$ cat src/rtl/frogger_game_ctrl_if.sv
// Signal bundle between the frogger game sequencer and the rest of the top level.
// The slave side is the sequencer. The master side is the pixel/collision logic and VGA timing.
`timescale 1ns/1ps
interface frogger_game_ctrl_if;
    logic        frame_start;
    logic        start_btn;
    logic        collision;
    logic        goal_reached;
    logic        row_advance;
    logic [2:0]  state;
    logic        lane_enable;
    logic        input_enable;
    logic        frog_reset;
    logic [21:0] lane_div;
    logic [2:0]  lives;
    logic [2:0]  level;
    logic [15:0] score;
    logic        game_over;

    modport master (
        output frame_start, start_btn, collision, goal_reached, row_advance,
        input  state, lane_enable, input_enable, frog_reset, lane_div,
               lives, level, score, game_over
    );

    modport slave (
        input  frame_start, start_btn, collision, goal_reached, row_advance,
        output state, lane_enable, input_enable, frog_reset, lane_div,
               lives, level, score, game_over
    );
endinterface

$ cat src/rtl/frogger_game_ctrl.sv
// Frogger game sequencer: play/death/level-up/game-over flow, lives, score and level,
// lane mover gating and speed divider, and frog respawn pulses.
`timescale 1ns/1ps
module frogger_game_ctrl #(
    parameter int LIVES_INIT   = 3,
    parameter int LEVEL_MAX    = 7,
    parameter int DIV_BASE     = 2000000,
    parameter int DIV_STEP     = 200000,
    parameter int PAUSE_FRAMES = 60,
    parameter int ROW_POINTS   = 10,
    parameter int GOAL_POINTS  = 100
) (
    input logic               CLOCK_50,
    input logic               reset_n,
    frogger_game_ctrl_if.slave bus
);
    typedef enum logic [2:0] {
        S_IDLE      = 3'd0,
        S_PLAY      = 3'd1,
        S_DYING     = 3'd2,
        S_LEVEL_UP  = 3'd3,
        S_GAME_OVER = 3'd4
    } state_t;

    localparam int          CNT_W     = $clog2(PAUSE_FRAMES + 1);
    localparam logic [2:0]  LIVES_W   = 3'(LIVES_INIT);
    localparam logic [2:0]  LEVEL_TOP = 3'(LEVEL_MAX);
    localparam logic [21:0] BASE_W    = 22'(DIV_BASE);
    localparam logic [21:0] STEP_W    = 22'(DIV_STEP);
    localparam logic [16:0] ROW_PTS   = 17'(ROW_POINTS);
    localparam logic [16:0] GOAL_PTS  = 17'(GOAL_POINTS);

    state_t             state_q, state_d;
    logic [2:0]         lives_q, lives_d;
    logic [2:0]         level_q, level_d;
    logic [15:0]        score_q, score_d;
    logic [CNT_W-1:0]   cnt_q, cnt_d, cnt_inc;
    logic [21:0]        lane_div_q;
    logic               start_q, start_press, load;
    logic               lane_en_q, frog_reset_q, game_over_q;

    // Score never wraps: any carry out of 16 bits pins it at all-ones.
    function automatic logic [15:0] sat_add(input logic [15:0] a, input logic [16:0] b);
        logic [16:0] s;
        s = {1'b0, a} + b;
        return s[16] ? 16'hFFFF : s[15:0];
    endfunction

    assign start_press = start_q & ~bus.start_btn;
    assign cnt_inc     = cnt_q + CNT_W'(1);

    // NOTE: sequential state is written with <= so every register samples pre-edge values.
    always_ff @(posedge CLOCK_50) begin
        if (!reset_n) state_q <= S_IDLE;
        else          state_q <= state_d;
    end

    // NOTE: every variable gets a default first so no path through the case infers a latch.
    always_comb begin
        state_d = state_q;
        lives_d = lives_q;
        level_d = level_q;
        score_d = score_q;
        cnt_d   = cnt_q;
        load    = 1'b0;
        unique case (state_q)
            S_IDLE, S_GAME_OVER: begin
                if (start_press) begin
                    state_d = S_PLAY;
                    load    = 1'b1;
                    lives_d = LIVES_W;
                    level_d = '0;
                    score_d = '0;
                end
            end
            S_PLAY: begin
                if (bus.collision) begin
                    state_d = S_DYING;
                    if (lives_q != 3'd0) lives_d = lives_q - 3'd1;
                    cnt_d   = '0;
                end else if (bus.goal_reached) begin
                    state_d = S_LEVEL_UP;
                    score_d = sat_add(score_q, GOAL_PTS);
                    if (level_q != LEVEL_TOP) level_d = level_q + 3'd1;
                    cnt_d   = '0;
                end else if (bus.row_advance) begin
                    score_d = sat_add(score_q, ROW_PTS);
                end
            end
            S_DYING, S_LEVEL_UP: begin
                if (bus.frame_start) begin
                    cnt_d = cnt_inc;
                    if (cnt_inc == CNT_W'(PAUSE_FRAMES))
                        state_d = (state_q == S_DYING && lives_q == 3'd0) ? S_GAME_OVER : S_PLAY;
                end
            end
            default: state_d = S_IDLE;
        endcase
    end

    always_ff @(posedge CLOCK_50) begin
        if (!reset_n) begin
            lives_q      <= '0;
            level_q      <= '0;
            score_q      <= '0;
            cnt_q        <= '0;
            lane_div_q   <= BASE_W;
            start_q      <= 1'b1;
            lane_en_q    <= 1'b0;
            frog_reset_q <= 1'b0;
            game_over_q  <= 1'b0;
        end else begin
            lives_q      <= lives_d;
            level_q      <= level_d;
            score_q      <= score_d;
            cnt_q        <= cnt_d;
            start_q      <= bus.start_btn;
            lane_div_q   <= load ? BASE_W : BASE_W - 22'(level_q) * STEP_W;
            lane_en_q    <= (state_d == S_PLAY);
            frog_reset_q <= (state_d == S_PLAY) && (state_q != S_PLAY);
            game_over_q  <= (state_d == S_GAME_OVER);
        end
    end

    assign bus.state        = state_q;
    assign bus.lane_enable  = lane_en_q;
    assign bus.input_enable = lane_en_q;
    assign bus.frog_reset   = frog_reset_q;
    assign bus.lane_div     = lane_div_q;
    assign bus.lives        = lives_q;
    assign bus.level        = level_q;
    assign bus.score        = score_q;
    assign bus.game_over    = game_over_q;
endmodule

$ cat src/flat_wrapper.sv
// flat-port wrapper written by rule: the top's interface ports become plain ports
module frogger_game_ctrl_flat 
#(
    parameter int LIVES_INIT   = 3,
    parameter int LEVEL_MAX    = 7,
    parameter int DIV_BASE     = 2000000,
    parameter int DIV_STEP     = 200000,
    parameter int PAUSE_FRAMES = 60,
    parameter int ROW_POINTS   = 10,
    parameter int GOAL_POINTS  = 100
)
  (CLOCK_50, reset_n, bus_frame_start, bus_start_btn, bus_collision, bus_goal_reached, bus_row_advance, bus_state, bus_lane_enable, bus_input_enable, bus_frog_reset, bus_lane_div, bus_lives, bus_level, bus_score, bus_game_over);
  frogger_game_ctrl_if bus_i ();
  input logic CLOCK_50;
  input logic reset_n;
  input wire logic [$bits(bus_i.frame_start)-1:0] bus_frame_start;
  input wire logic [$bits(bus_i.start_btn)-1:0] bus_start_btn;
  input wire logic [$bits(bus_i.collision)-1:0] bus_collision;
  input wire logic [$bits(bus_i.goal_reached)-1:0] bus_goal_reached;
  input wire logic [$bits(bus_i.row_advance)-1:0] bus_row_advance;
  output wire logic [$bits(bus_i.state)-1:0] bus_state;
  output wire logic [$bits(bus_i.lane_enable)-1:0] bus_lane_enable;
  output wire logic [$bits(bus_i.input_enable)-1:0] bus_input_enable;
  output wire logic [$bits(bus_i.frog_reset)-1:0] bus_frog_reset;
  output wire logic [$bits(bus_i.lane_div)-1:0] bus_lane_div;
  output wire logic [$bits(bus_i.lives)-1:0] bus_lives;
  output wire logic [$bits(bus_i.level)-1:0] bus_level;
  output wire logic [$bits(bus_i.score)-1:0] bus_score;
  output wire logic [$bits(bus_i.game_over)-1:0] bus_game_over;
  assign bus_i.frame_start = bus_frame_start;
  assign bus_i.start_btn = bus_start_btn;
  assign bus_i.collision = bus_collision;
  assign bus_i.goal_reached = bus_goal_reached;
  assign bus_i.row_advance = bus_row_advance;
  assign bus_state = bus_i.state;
  assign bus_lane_enable = bus_i.lane_enable;
  assign bus_input_enable = bus_i.input_enable;
  assign bus_frog_reset = bus_i.frog_reset;
  assign bus_lane_div = bus_i.lane_div;
  assign bus_lives = bus_i.lives;
  assign bus_level = bus_i.level;
  assign bus_score = bus_i.score;
  assign bus_game_over = bus_i.game_over;
  frogger_game_ctrl #(.LIVES_INIT(LIVES_INIT), .LEVEL_MAX(LEVEL_MAX), .DIV_BASE(DIV_BASE), .DIV_STEP(DIV_STEP), .PAUSE_FRAMES(PAUSE_FRAMES), .ROW_POINTS(ROW_POINTS), .GOAL_POINTS(GOAL_POINTS)) u_core (.CLOCK_50(CLOCK_50), .reset_n(reset_n), .bus(bus_i));
endmodule
$ cat config.mk
export PLATFORM = sky130hd
export DESIGN_NAME = frogger_game_ctrl_flat
export DESIGN_NICKNAME = d
export VERILOG_FILES = /design/src/rtl/frogger_game_ctrl_if.sv /design/src/rtl/frogger_game_ctrl.sv /design/src/flat_wrapper.sv
export SDC_FILE = /design/constraint.sdc
export NUM_CORES = 1
export LEC_CHECK = 0
export ABC_AREA = 1
export CAP_MARGIN = 5
export CELL_PAD_IN_SITES_DETAIL_PLACEMENT = 0
export CELL_PAD_IN_SITES_GLOBAL_PLACEMENT = 2
export CORE_MARGIN = 2
export CORE_UTILIZATION = 26
export DETAILED_ROUTE_END_ITERATION = 8
export PLACE_DENSITY = 0.87
export SYNTH_ARGS = -nofsm -noshare
export SYNTH_HDL_FRONTEND = slang
export SYNTH_SLANG_ARGS = --single-unit
$ cat constraint.sdc
create_clock -name CLOCK_50 -period 2 [get_ports CLOCK_50]
set_input_delay 0.3 -clock CLOCK_50 [delete_from_list [all_inputs] [get_ports CLOCK_50]]
set_output_delay 0.3 -clock CLOCK_50 [all_outputs]
set_load 0.02 [all_outputs]
# Word-level counts from Yosys, hierarchy flattened
# Index checks and enable logic that the tools add are counted.
# W data, S select, Z words.
[classes] add_sub_neg=6 n_reduce_logical=14 eq_ne=18 bitwise_logic=3 muxes=29 multipliers=1
[op_table] operator="$mux W16" n=6
[op_table] operator="$mux W3" n=13
[op_table] operator="$pmux W16 S2" n=1
[op_table] operator="$sub A21 B21 Y22 const A" n=1
[op_table] operator="$mux W6" n=3
[op_table] operator="$add A16 B4 Y17 const B" n=1
[op_table] operator="$add A16 B7 Y17 const B" n=1
[op_table] operator="$mul A3 B12 Y15 const B" n=1
[op_table] operator="$pmux W3 S2" n=2
[op_table] operator="$pmux W6 S2" n=1
[op_table] operator="$ne A3 B3 Y1 const B" n=3
[op_table] operator="$pmux W3 S3" n=1
[op_table] operator="$ne A2 B2 Y1 const B" n=4
[op_table] operator="$reduce_and A4 Y1" n=2
[op_table] operator="$add A6 B1 Y6 const B" n=1
[op_table] operator="$eq A3 B1 Y1 const B" n=2
[op_table] operator="$eq A3 B2 Y1 const B" n=2
[op_table] operator="$eq A3 B3 Y1 const B" n=2
[op_table] operator="$eq A6 B6 Y1 const B" n=1
[op_table] operator="$logic_not A3 Y1" n=2
[op_table] operator="$ne A2 B1 Y1 const B" n=3
[op_table] operator="$reduce_or A2 Y1" n=3
[op_table] operator="$reduce_and A5 Y1" n=1
[op_table] operator="$reduce_bool A2 Y1" n=2
[op_table] operator="9 further kinds" n=12
[totals] output_inout_bits=51 inputBits=7 regBits=57

# Depth between registers and ports, before layout
[depth] depth_word=8 ltp_mapped=12 depth_no_buf=12

# Worst setup path after synthesis
# No wires, ideal clock.
[synth_timing] kind="reg2reg" from="register u_core.level_q[0] (netlist: u_core.bus.level[0])" to="register u_core.lane_div_q[14] (netlist: u_core.bus.lane_div[14])" n_path_buf=0 path_slack_ps=-211 setup_time_ps=123 t_arrival_ps=2088 stages_incl_launch_ff=13 path_cell_list="dfxtp_1 > inv_1 > ha_1 > inv_1 > ha_1 > nand2_1 > nand2_1 > a21oi_1 > or2_2 > nand2_1 > nand2_1 > nand2_1 > a21oi_1"
[synth_via] elab_chain_len=2
[synth_rtl] element="start, declared" line="frogger_game_ctrl.sv:35" source="logic [2:0] level_q, level_d;"
[synth_rtl] element="start signal, assigned" line="frogger_game_ctrl.sv:114" source="level_q <= level_d;"
[synth_rtl] element="$mul A3 B12 Y15" line="frogger_game_ctrl.sv:118" source="lane_div_q <= load ? BASE_W : BASE_W - 22'(level_q) * STEP_W;"
[synth_rtl] element="$sub A21 B21 Y22" line="frogger_game_ctrl.sv:118"
[synth_rtl] element="end signal, assigned" line="frogger_game_ctrl.sv:118"
[synth_rtl] element="end, declared" line="frogger_game_ctrl.sv:38" source="logic [21:0] lane_div_q;"
# Every way passes these cells.
# A chain may end at the register's enable or synchronous reset.

# Final worst setup path
# Ends and elaborated chain as after synthesis.

==> results by group <==
Clocking
  • CTS tree: done
  • Root Buffer: clkbuf_16
  • CTS HTree Levels: 2
  • TritonCTS Buffers: 5
  • Worst-path clk slew: around 0.07 ns
  • CTS Buffer Depth: 2
  • Hold buffers post-CTS: 0
  • Latest clock arrival within the worst-skew pair: 0.30 ns
  • CTS sink count: 50

Logic synthesis
  • Synth top area share: 0.314
  • Mapped cell area: ~3200 um^2
  • Seq/Total Area, Yosys: 0.314
  • Syn Inst Count: 487
  • Unique masters post-synth: 33
  • Ys flop type: dfxtp_1
  • Cell taking the most area after synthesis: dfxtp_1
  • EDFF count, synth: 0
  • Largest cells by area after synthesis: dfxtp_1 31%, nand2_1 15%, nand3_1 8.2%, inv_1 7.5%, ha_1 7.1%
  • Synth warn: 0
  • Fraction of registers with async set/reset: 0
  • Syn avg cell area: 6.54 um^2
  • FF+latch count, synth: 50

Global routing
  • First-pass GRT wire length: between 15 and 20 mm
  • Tot GR Track Use: 0.145
  • Initial antenna violation count: 0
  • Largest net degree at the start of global routing: 24
  • GRT overflow: 0
  • Number of global-route vias before repair: 3115

Pwr
  • Total power: 0.00246 W
  • Leakage: around 1.8 nW
  • Pwr/cell area: 585 nW/um^2
  • Max VDD drop: 0.412 mV

Cells and area
  • Nets: 577
  • Fin util: 0.351
  • ANT cells: 0
  • Fraction of layout cells with a size suffix above 1: 0.114
  • P&R area growth vs syn: 31.9%
  • Design area: between 4000 and 5000 um^2

Worst hold path
  • Cells on Worst Hold Path: 1
  • Hold Path End: u_core.bus.score[0]
  • Hold Startpoint: u_core.bus.score[0]
  • Class of the worst hold path: flip-flop to flip-flop

Setup path
  • Worst Path Buf+Inv: 2
  • Critical path startpoint category: flip-flop
  • Critical path data required time: around 2.2 ns
  • WS Path Type: flip-flop to flip-flop
  • Reg-to-reg startpoint: u_core.bus.level[0]
  • RR Endpoint: u_core.bus.lane_div[14]
  • Critical path's slowest cell: dfxtp_4
  • Critical path fanouts, max: 5
  • Reg2Reg Setup Slack: roughly 0.11 ns
  • Crit. End Element: flip-flop
  • CP peak stage delay: roughly 0.34 ns
  • WP data arrival: between 2 and 2.5 ns
  • Worst-path cell chain: inv_1, ha_4, inv_1, ha_4, nand2_1, nand2_1, a21oi_1, or2_2, nand2_2, nand2_1, nand2_1, a21oi_1
  • Most frequent CP cell: nand2_1
  • CP top delay family: adder cells
  • Critical Path Start: u_core.bus.level[0]
  • R2r worst-path depth: 12

Die
  • Die X: 115 um
  • Die area: about 13000 um^2
  • Num rows: 40
  • DIE HEIGHT: 115 um
  • Initial Utilization: 0.266
  • Area of the core: about 12000 um^2
  • # IOs: a little under 60

Timing
  • Final setup fails: 0
  • Post-route clock period utilization: 0.946
  • Min Hold Slack: ~0.47 ns
  • Clock period minus worst slack: between 1.5 and 2 ns
  • Setup_tns: 0 ns
  • Worst Skew: ~0.006 ns
  • Final slew viol count: 0
  • F_max: roughly 530 MHz
  • Final hold violations: 0

Route
  • DR WL/cell: roughly 13 um
  • First-pass DRT Iterations: 4
  • DRC Markers: 0
  • Final ANT Viol Nets: 0
  • Vias: 3222
  • Final WL: ~9.0 mm
  • Via density: 4.60
  • Starting DRT DRC Count: about 140

Outcome
  • Status: finished, final reports clean

Placed design
  • Placed inst area: a little under 4000 um^2
  • Number of port buffers: ~50
  • DP HPWL: 6.78 mm
  • GP Congestion: between 0.8 and 0.9

Flow run
  • Max cap viols: 0
==> worst max path at each step <==
stage	endpoint	slack, ns	depth (start not counted)
4_1_cts	u_core.bus.lane_div[14]	0.02	9
5_1_grt	u_core.bus.lane_div[13]	-0.02	11
6_report	u_core.bus.lane_div[14]	0.11	12
3_3_place_gp	u_core.cnt_q[4]	0.0007	8
2_1_floorplan	u_core.bus.lane_div[14]	0.05	12
3_5_place_dp	u_core.cnt_q[4]	0.01	8
==> kinds of logic (layout without fill, tap and decap cells) <==
group | Yosys count | count (layout) | synth area share
AOI/OAI and AO/OA | 67 | 67 | 0.113
xor gates and xnor gates | 5 | 5 | 0.0137
adders and majority gates | 18 | 18 | 0.0707
buffers and inverters | 83 | 144 | 0.115
DFF | 50 | 50 | 0.314
other | 1 | 6 | 0.00118
and+or+nand+nor | 263 | 263 | 0.372
==> area by class of cell <==
type / count / area, um^2
multi-input combinational: 359 / 1910
sequential: 50 / 1010
tap: 147 / 184
inverter: 66 / 248
timing repair buffer: 70 / 691
clock inverter: 1 / 8.76
clock buffer: 7 / 153
fill: 1263 / 7760
==> worst reg2reg max path, delay by kind of cell (launching register included) <==
family                     cells  cell delay, ns
AOI/OAI and AO/OA              2            0.11
adders and majority gates      2            0.59
buffers and inverters          2            0.15
DFF                            1            0.34
and+or+nand+nor                6            0.57
==> flip-flops by register name (all words and copies together) (netlist names) <==
signal	cells
u_core.cnt_q	6
u_core.bus.level	3
u_core.bus.game_over	1
u_core.start_q	1
u_core.bus.lane_div	15
u_core.bus.frog_reset	1
u_core.bus.input_enable	1
u_core.bus.state	3
u_core.bus.score	16
u_core.bus.lives	3
==> cell usage after synthesis (2+ instances only) <==
cell      number
a21oi_1       32
xnor2_1        2
nand4_1        8
o22ai_1        3
nand2_2        6
nand3_1       52
buf_6          2
nor3_1         4
xor2_1         3
ha_1          18
nor2_1        50
clkbuf_1       3
buf_2          2
buf_4         10
or2_2          2
dfxtp_1       50
a31oi_1        2
nor2_4         6
nand2_1      127
nand3_2        6
o21ai_0       24
inv_1         64
==> where the power goes <==
group	total, W	internal, W	switching [W]
Combinational	0.000444	0.000177	0.000267
Clock	0.000947	0.000536	0.000411
Sequential	0.00107	0.00103	0.0000363
==> what timing repair did <==
item | in CTS | in global routing
setup buffers | 0 | 0
setup endpoints to repair | 0 | 4
resized for setup | 0 | 11
==> layout by cell type (no fill, tap or decap), types with 2 or more instances in the layout <==
master / netlist / routed
buf_4: 10 / 16
dfxtp_2: 0 / 2
clkbuf_8: 0 / 2
ha_1: 18 / 12
nand2_2: 6 / 7
conb_1: 1 / 6
buf_12: 0 / 3
nand3_2: 6 / 6
nand3_1: 52 / 52
nand4_1: 8 / 8
a21oi_1: 32 / 32
clkdlybuf4s50_1: 0 / 51
clkbuf_16: 0 / 5
xor2_1: 3 / 2
nor3_1: 4 / 4
dfxtp_1: 50 / 47
nor2_4: 6 / 6
nand2_1: 127 / 126
nor2_1: 50 / 50
o21ai_0: 24 / 24
o22ai_1: 3 / 3
or2_2: 2 / 2
ha_4: 0 / 4
ha_2: 0 / 2
inv_1: 64 / 64
a31oi_1: 2 / 2
==> routing by layer <==
layer  part of all wire  vias to the layer above  wire length [um]  track usage
li1                   -                     1684                 -            -
met5                  0                        -                 0            0
met4              0.015                        0               131       0.0466
met3              0.042                       11               383       0.0424
met2               0.46                       58              4110        0.231
met1               0.49                     1469              4390        0.189
==> metrics by stage <==
stage,setup slack (ns),instances
finish,0.109,700
global route,-0.0219,700
CTS,0.0249,700
detailed placement,0.0113,692
global placement,0.000678,692
floorplan,0.0466,492
Note: power is estimated with default switching activity, not from simulation.
